[src/rtl/ppu_pkg.sv]
// Shared PPU types and constants, plus the object/line hit test that both the
// OAM scan and the pixel mixer use.
package ppu_pkg;

  localparam int unsigned OAM_ENTRIES   = 40;
  localparam int unsigned MAX_LINE_OBJS = 10;
  localparam int unsigned OBJ_Y_OFS     = 16;

  typedef struct packed {
    logic       prio;
    logic       yflip;
    logic       xflip;
    logic       dmg_pal;
    logic       bank;
    logic [2:0] cgb_pal;
  } obj_attr_t;

  typedef struct packed {
    logic [7:0] y;
    logic [7:0] x;
    logic [7:0] idx;
    obj_attr_t  attr;
  } obj_t;

  typedef struct packed {
    logic lcd_en;
    logic win_map;
    logic win_en;
    logic tile_sel;
    logic bg_map;
    logic obj_size;
    logic obj_en;
    logic bg_en;
  } lcdc_t;

  typedef struct packed {
    logic       unused;
    logic       lyc_int;
    logic       oam_int;
    logic       vblank_int;
    logic       hblank_int;
    logic       lyc_eq;
    logic [1:0] mode;
  } stat_t;

  typedef enum logic [1:0] {
    SCAN_IDLE,
    SCAN_FETCH,
    SCAN_CHECK,
    SCAN_DONE
  } scan_state_e;

  // Evaluated in 9 bits so y + height never wraps.
  function automatic logic obj_on_line(input logic [7:0] y, input logic [7:0] ly,
                                       input logic tall);
    logic [8:0] t;
    logic [8:0] top;
    logic [8:0] h;
    t   = {1'b0, ly} + 9'(OBJ_Y_OFS);
    top = {1'b0, y};
    h   = tall ? 9'd16 : 9'd8;
    return (t >= top) && (t < top + h);
  endfunction

endpackage

[src/rtl/oam_scan.sv]
// Mode-2 OAM search: walks every OAM entry once per line and shifts up to
// MAX_OBJS objects that cover the current line into the obj_entry chain.
module oam_scan #(
  parameter int unsigned OAM_ENTRIES = 40,
  parameter int unsigned MAX_OBJS    = 10
) (
  input  logic        clk,
  input  logic        rst_n,
  input  logic        start,
  input  logic [7:0]  ly,
  input  logic        obj_size,
  output logic [5:0]  oam_idx,
  output logic        oam_rd,
  input  logic [31:0] oam_data,
  output logic        obj_clr,
  output logic        obj_load,
  output logic [31:0] obj_out,
  output logic [3:0]  obj_count,
  output logic        busy,
  output logic        done
);
  import ppu_pkg::*;

  scan_state_e state_q, state_d;
  logic [7:0]  ly_q, ly_d;
  logic        tall_q, tall_d;
  logic [5:0]  oam_idx_q, oam_idx_d;
  logic        oam_rd_q, oam_rd_d;
  logic        obj_clr_q, obj_clr_d;
  logic        obj_load_q, obj_load_d;
  logic [31:0] obj_out_q, obj_out_d;
  logic [3:0]  obj_count_q, obj_count_d;
  logic        busy_q, busy_d;
  logic        done_q, done_d;
  logic        hit;

  // y is the most significant byte of obj_t.
  assign hit = obj_on_line(oam_data[31:24], ly_q, tall_q);

  always_comb begin
    state_d     = state_q;
    ly_d        = ly_q;
    tall_d      = tall_q;
    oam_idx_d   = oam_idx_q;
    oam_rd_d    = 1'b0;
    obj_clr_d   = 1'b0;
    obj_load_d  = 1'b0;
    obj_out_d   = obj_out_q;
    obj_count_d = obj_count_q;
    done_d      = 1'b0;

    // start pre-empts every state, including a CHECK with a pending hit.
    if (start) begin
      ly_d        = ly;
      tall_d      = obj_size;
      oam_idx_d   = '0;
      obj_count_d = '0;
      obj_clr_d   = 1'b1;
      oam_rd_d    = 1'b1;
      state_d     = SCAN_FETCH;
    end else begin
      case (state_q)
        SCAN_FETCH: state_d = SCAN_CHECK;
        SCAN_CHECK: begin
          if (hit && (obj_count_q < 4'(MAX_OBJS))) begin
            obj_load_d  = 1'b1;
            obj_out_d   = oam_data;
            obj_count_d = obj_count_q + 4'd1;
          end
          if (oam_idx_q == 6'(OAM_ENTRIES - 1)) begin
            done_d  = 1'b1;
            state_d = SCAN_DONE;
          end else begin
            oam_idx_d = oam_idx_q + 6'd1;
            oam_rd_d  = 1'b1;
            state_d   = SCAN_FETCH;
          end
        end
        SCAN_DONE: state_d = SCAN_IDLE;
        default:   state_d = SCAN_IDLE;
      endcase
    end

    busy_d = (state_d == SCAN_FETCH) || (state_d == SCAN_CHECK);
  end

  always_ff @(posedge clk or negedge rst_n) begin
    if (!rst_n) begin
      state_q     <= SCAN_IDLE;
      ly_q        <= '0;
      tall_q      <= 1'b0;
      oam_idx_q   <= '0;
      oam_rd_q    <= 1'b0;
      obj_clr_q   <= 1'b0;
      obj_load_q  <= 1'b0;
      obj_out_q   <= '0;
      obj_count_q <= '0;
      busy_q      <= 1'b0;
      done_q      <= 1'b0;
    end else begin
      state_q     <= state_d;
      ly_q        <= ly_d;
      tall_q      <= tall_d;
      oam_idx_q   <= oam_idx_d;
      oam_rd_q    <= oam_rd_d;
      obj_clr_q   <= obj_clr_d;
      obj_load_q  <= obj_load_d;
      obj_out_q   <= obj_out_d;
      obj_count_q <= obj_count_d;
      busy_q      <= busy_d;
      done_q      <= done_d;
    end
  end

  assign oam_idx   = oam_idx_q;
  assign oam_rd    = oam_rd_q;
  assign obj_clr   = obj_clr_q;
  assign obj_load  = obj_load_q;
  assign obj_out   = obj_out_q;
  assign obj_count = obj_count_q;
  assign busy      = busy_q;
  assign done      = done_q;

endmodule
[config.mk]
export PLATFORM = sky130hd
export DESIGN_NAME = oam_scan
export DESIGN_NICKNAME = d
export VERILOG_FILES = /design/src/rtl/ppu_pkg.sv /design/src/rtl/oam_scan.sv
export SDC_FILE = /design/constraint.sdc
export NUM_CORES = 1
export LEC_CHECK = 0
export CORE_MARGIN = 1
export CORE_UTILIZATION = 47
export CTS_CLUSTER_SIZE = 8
export DETAILED_ROUTE_END_ITERATION = 8
export PLACE_DENSITY = 0.88
export SLEW_MARGIN = 10
export SYNTH_ARGS = -nofsm -noshare
export SYNTH_HDL_FRONTEND = slang
export SYNTH_SLANG_ARGS = --single-unit
[constraint.sdc]
create_clock -name clk -period 4 [get_ports clk]
set_clock_uncertainty 0.1 [all_clocks]
set_input_delay 0.8 -clock clk [delete_from_list [all_inputs] [get_ports clk]]
set_output_delay 0.8 -clock clk [all_outputs]
set_load 0.05 [all_outputs]
==> reports/qor.yml, run 1 <==
crit_arrival_ns: 4.01
r2r_cells: 13
num_antenna_cells: 0
syn_area_per_cell_sq_um: 12.89
final_common_cell: "clkdlybuf4s50_1"
final_area_sq_mm: 0.004160
setup_viol: 0
p_sw_frac: 0.3958
coreArea_sq_mm: 0.005921
finalCritPeriodShare: 0.9699
synth-edff-count: 0
cts_max_path_buffers: 2
nets: 398
switching_power_mw: 0.9408
root_buffer: "clkbuf_8"
n_fill_cell: 417
wl_per_cell_um: 16.78
synth_cell_types: 33
irDropWorstVdd_mv: 0.4392
ys_seq_elements: 58
cp-end-kind: "flip-flop"
io_pins: 91
die_height_um: 80.56
ctsHtreeMaxLevel: 3
p_leak_nw: 1.901
grt_pass1_vias: 2233
yosysWarnings: 0
die-area_sq_mm: 0.006489
fp.dieW_um: 80.56
grt_usage: 0.2224
num_vias: 2129
clkSinkCount: 58
gp_congestion: 0.7945
relSlewSlack: 0.5545
numCtsBuffers: 9
drc: 0
worstPathRequired_ns: 4.13
routed_wl_um: 6915
synthCells: 225
grt_overflow_total: 0
initial_core_util: 0.4899
rows: 28
hold_viol_final: 0
grt_pass1_wl_um: 10500
clkLatencyLatePin_ns: 0.34
drv_cap: 0
p_int_mw: 1.436
reg2reg_to: "obj_out[18]$_DFFE_PN0P_"
start_kind: "primary input"
grt_max_degree: 36
path_max_fanout: 16
syn_to_final_growth_pct: 43.44
power_density_mw_per_mm2: 571.3
portBuffers: 90
critPathKind: "in2reg"
p_clk_frac: 0.224
hold_class: "in2async"
yosysSeqAreaShare: 0.5004
dp_hpwl_um: 4682
rsz0062_at_grt: "no"
pwr-share-comb: 0.441
max_freq_ghz: 0.2577
drtIter0Drc: 104
synthArstFlopShare: 1.000
rrSetupSlack_ns: 0.57
clk_pin_slew_ns: 0.07
r2r-start: "tall_q$_DFFE_PN0P_"
cts_tree: "yes"
vias_per_cell: 5.167
drtPass1Iterations: 5
drv_slew: 0
synth_ff_type: "dfrtp_1"
antenna_found_initial: 0
tightest_slew_ns: 0.6643
ant_nets: 0
dpl_cell_area_sq_mm: 0.003921
seqPwrFrac: 0.335
post_route_cells_drive_above_1_share: 0.2107
final.setup.tns_ns: 0
post-route-min-period_ns: 3.880
mostFrequentLayoutCells: "clkdlybuf4s50_1, dfrtp_1, mux2_4, ha_1, inv_1"
syn_area_sq_mm: 0.002900
synth_nets: 291
status: "completed"
## synth_stat cells (all sizes together), types with 2 or more instances
library cell  number  area share
dfrtp             58        0.50
mux2              39        0.19
ha                21       0.091
inv               20       0.026
nor2              16       0.021
nand2             11       0.014
o21ai              9       0.016
xor2               6       0.018
a21oi              4      0.0069
nand4              4      0.0086
xnor2              4       0.012
a211oi             3      0.0078
and3               3      0.0065
buf                3       0.012
mux2i              3       0.010
a2111oi            2       0.013
a21o               2      0.0052
clkbuf             2      0.0026
nand3              2      0.0035
nor2b              2      0.0043
## how the worst max path moves through the flow
stage | from | end | cells after the start
after floorplan | oam_data[27] | obj_out[10]$_DFFE_PN0P_ | 11
final | oam_data[27] | obj_out[18]$_DFFE_PN0P_ | 13
after CTS | oam_data[27] | obj_out[1]$_DFFE_PN0P_ | 12
after detailed placement | oam_data[27] | obj_out[1]$_DFFE_PN0P_ | 12
after global placement | oam_data[27] | obj_out[0]$_DFFE_PN0P_ | 12
after global routing | oam_data[27] | obj_out[30]$_DFFE_PN0P_ | 13
## worst max-delay path, cell delays in order
cell,delay (ns)
clkdlybuf4s50_1,0.50
ha_1,0.19
inv_1,0.06
fa_1,0.41
nor3_1,0.25
xnor2_1,0.16
ha_1,0.26
o21ai_0,0.19
o2111ai_2,0.19
a2111oi_4,0.22
buf_4,0.20
buf_6,0.24
mux2_4,0.33
## cells by family after synthesis
| family | Yosys count | share of synthesized area |
|---|---|---|
| buffers and inverters | 25 | 0.04012 |
| DFF | 58 | 0.5004 |
| adders and majority gates | 22 | 0.09750 |
| muxes | 42 | 0.1993 |
| and+or+nand+nor | 42 | 0.06687 |
| AOI/OAI and AO/OA | 26 | 0.06558 |
| xor gates and xnor gates | 10 | 0.03020 |
## registers in the layout, summed over array words and instances, names as in the netlist
signal / count
obj_out: 32
ly_q: 8
oam_idx: 6
obj_count: 4
state_q: 2
busy: 1
done: 1
oam_rd: 1
obj_clr: 1
obj_load: 1
tall_q: 1
## final cells by class
| cell class | instances | area (sq um) | share of cell area |
|---|---|---|---|
| Inverter | 20 | 75.07 | 0.01805 |
| Sequential cell | 58 | 1451 | 0.3489 |
| Tap cell | 75 | 93.84 | 0.02256 |
| Timing Repair Buffer | 101 | 1003 | 0.2412 |
| Clock inverter | 7 | 68.82 | 0.01654 |
| Clock buffer | 9 | 123.9 | 0.02977 |
| Multi-Input combinational cell | 142 | 1344 | 0.3230 |
## power by group through the flow
| stage | clock (mW) | sequential [mW] | combinational [mW] |
|---|---|---|---|
| 2_1_floorplan | 0 | 1.22 | 0.255 |
| 3_3_place_gp | 0 | 0.797 | 1.02 |
| 3_5_place_dp | 0 | 0.804 | 1.04 |
| 4_1_cts | 0.542 | 0.795 | 1.05 |
| 5_1_grt | 0.569 | 0.811 | 1.10 |
| 6_report | 0.533 | 0.795 | 1.05 |
## per-stage QoR
step / util / setup WS (ns) / total power [mW] / hold WS (ns) / instances
after floorplan: - / 0.4759 / 1.473 / 0.3849 / 225
after global placement: 0.6623 / -0.09638 / 1.813 / 0.3926 / 393
after detailed placement: 0.6623 / -0.1988 / 1.843 / 0.3955 / 393
after CTS: 0.6948 / 0.06334 / 2.384 / 0.3568 / 409
after global routing: 0.7027 / 0.008498 / 2.475 / 0.3862 / 412
final: 0.7027 / 0.1202 / 2.377 / 0.3426 / 412
## repair_timing
item	CTS	global route
hold buffers	0	0
endpoints found under the setup margin	0	32
buffers inserted	0	1
resized for setup	0	3
## routing by layer
layer  global-route usage  vias to the layer above  share of wire
met5                    0                        -              0
met4              0.08929                        0          0.026
met3              0.06250                       16          0.047
met2               0.3907                       66           0.52
met1               0.2522                     1046           0.41
li1                     -                     1001              -
(Power assumes the default switching activity.)
==> inputs of run 2 (changes only) <==
--- a/config.mk
+++ b/config.mk
@@ -7,2 +7,3 @@
 export LEC_CHECK = 0
+export ABC_CLOCK_PERIOD_IN_PS = 4000
 export CORE_MARGIN = 1
==> constraint.sdc (replaced) <==
create_clock -name clk -period 4 [get_ports clk]
set_clock_uncertainty 0.1 [all_clocks]
set_input_delay 0.6 -clock clk [delete_from_list [all_inputs] [get_ports clk]]
set_output_delay 0.6 -clock clk [all_outputs]
set_load 0.05 [all_outputs]
==> run 2 against run 1 <==
Compared with the run above:
- register-to-register slack worse by 0.02 ns
- clock power increased by 10%
- largest cell class unchanged
- critical path type unchanged
- final area down 1.2%
- worst setup slack improved by 0.15 ns
- critical endpoint is now obj_out[2]$_DFFE_PN0P_
==> reports/qor.yml, run 2 (synthesized netlist as in run 1, its figures left out) <==
status: "completed"
coreArea_sq_mm: 0.005921
grt_pass1_wl_um: 9901
relSlewSlack: 0.6010
cts_resized: 0
hold_class: "in2async"
root_buffer: "clkbuf_8"
p_sw_frac: 0.3815
num_vias: 2054
cp-end-kind: "flip-flop"
cts_setup_buffers: 0
drc: 0
die-area_sq_mm: 0.006489
finalCritPeriodShare: 0.9324
initial_core_util: 0.4899
cts_tree: "yes"
routed_wl_um: 6190
irDropWorstVdd_mv: 0.3356
hold_viol_final: 0
wl_per_cell_um: 15.28
p_clk_frac: 0.244
largest_reg_flops: 32
multi_input_area_sq_mm: 0.001333
clkLatencyLatePin_ns: 0.34
critPathKind: "in2reg"
max_stage_delay_ns: 0.54
dpl_cell_area_sq_mm: 0.003891
max_freq_ghz: 0.2681
worstPathRequired_ns: 4.12
dp_hpwl_um: 4464
clk_pin_slew_ns: 0.06
vias_per_cell: 5.072
nets: 391
pwr-share-comb: 0.427
portBuffers: 90
crit_arrival_ns: 3.85
p_int_mw: 1.492
drv_cap: 0
final_area_sq_mm: 0.004109
numCtsBuffers: 9
syn_to_final_growth_pct: 41.67
drtPass1Iterations: 4
tightest_slew_ns: 0.5949
cpMostUsedCell: "ha_1"
critPathTopFamily: "buffers and inverters"
io_pins: 91
path_cells: "clkdlybuf4s50_1 -> ha_1 -> inv_1 -> fa_1 -> nor3_1 -> xnor2_1 -> ha_1 -> o21ai_0 -> o2111ai_1 -> a2111oi_4 -> buf_12 -> mux2_2"
start_kind: "primary input"
rows: 28
drtIter0Drc: 97
antenna_found_initial: 0
gp_congestion: 0.7945
critPathSlowestCell: "clkdlybuf4s50_1"
setup_viol: 0
power_density_mw_per_mm2: 587.0
die_height_um: 80.56
post_route_cells_drive_above_1_share: 0.1879
cts_max_path_buffers: 2
path_max_fanout: 33
crit_buf_inv: 3
p_leak_nw: 1.869
grt_pass1_vias: 2111
num_antenna_cells: 0
seqPwrFrac: 0.330
rsz0062_at_grt: "no"
grt_max_degree: 35
grt_overflow_total: 0
fp.dieW_um: 80.56
seqCellArea_sq_mm: 0.001451
drv_slew: 0
post-route-min-period_ns: 3.729
hold_buffers: 0
switching_power_mw: 0.9201
ant_nets: 0
n_fill_cell: 412
ctsHtreeMaxLevel: 3
clkSinkCount: 58
mostFrequentLayoutCells: "clkdlybuf4s50_1, dfrtp_1, mux2_4, ha_1, inv_1"
final_common_cell: "clkdlybuf4s50_1"
whs_ns: 0.1582
grt_usage: 0.2065
run 2: cell types whose count changed in the layout (fill, tap and decap cells not counted), sizes merged:
| cell | delta |
|---|---|
| buf | -6 |
| bufinv | +1 |
| clkbuf | -1 |
| inv | -1 |
run 2: through the flow:
stage | std cells | total power [mW] | setup slack [ns] | utilization | setup TNS, ns
after floorplan | 225 | 1.473 | 0.6759 | - | 0
after global placement | 389 | 1.807 | 0.06880 | 0.6572 | 0
after detailed placement | 389 | 1.832 | -0.03766 | 0.6572 | -0.1191
after CTS | 405 | 2.433 | 0.2972 | 0.6940 | 0
after global routing | 405 | 2.515 | 0.05005 | 0.6940 | 0
final | 405 | 2.412 | 0.2705 | 0.6940 | 0
run 2: power by group through the flow:
stage | sequential [mW] | combinational, mW | clock [mW]
floorplan | 1.22 | 0.255 | 0
global placement | 0.799 | 1.01 | 0
detailed placement | 0.800 | 1.03 | 0
CTS | 0.795 | 1.03 | 0.603
global route | 0.810 | 1.08 | 0.628
finish | 0.795 | 1.03 | 0.588
run 2: area by class of cell:
type / instances / share of cell area
multi-input combinational: 142 / 0.3243
timing repair buffer: 94 / 0.2284
sequential: 58 / 0.3532
clock buffer: 9 / 0.03015
inverter: 20 / 0.01827
tap: 75 / 0.02284
clock inverter: 7 / 0.02284
run 2: final timing paths:
kind / start / endpoint / slack (ns) / cells after the start
max in group asynchronous: rst_n / obj_out[28]$_DFFE_PN0P_ / 2.78 / 2
min reg2reg: obj_out[7]$_DFFE_PN0P_ / obj_out[7]$_DFFE_PN0P_ / 0.41 / 1
min: rst_n / obj_out[30]$_DFFE_PN0P_ / 0.16 / 1
max: oam_data[27] / obj_out[2]$_DFFE_PN0P_ / 0.27 / 12
max reg2reg: tall_q$_DFFE_PN0P_ / obj_out[2]$_DFFE_PN0P_ / 0.55 / 12
min in group clk: obj_out[7]$_DFFE_PN0P_ / obj_out[7]$_DFFE_PN0P_ / 0.41 / 1
run 2: routing by layer:
metal / track usage / routed length, um / vias to the layer above
met5: 0 / 0 / -
met4: 0.09464 / 138 / 0
met3: 0.06023 / 290 / 14
met2: 0.3475 / 3102 / 61
met1: 0.2413 / 2658 / 997
li1: - / - / 982
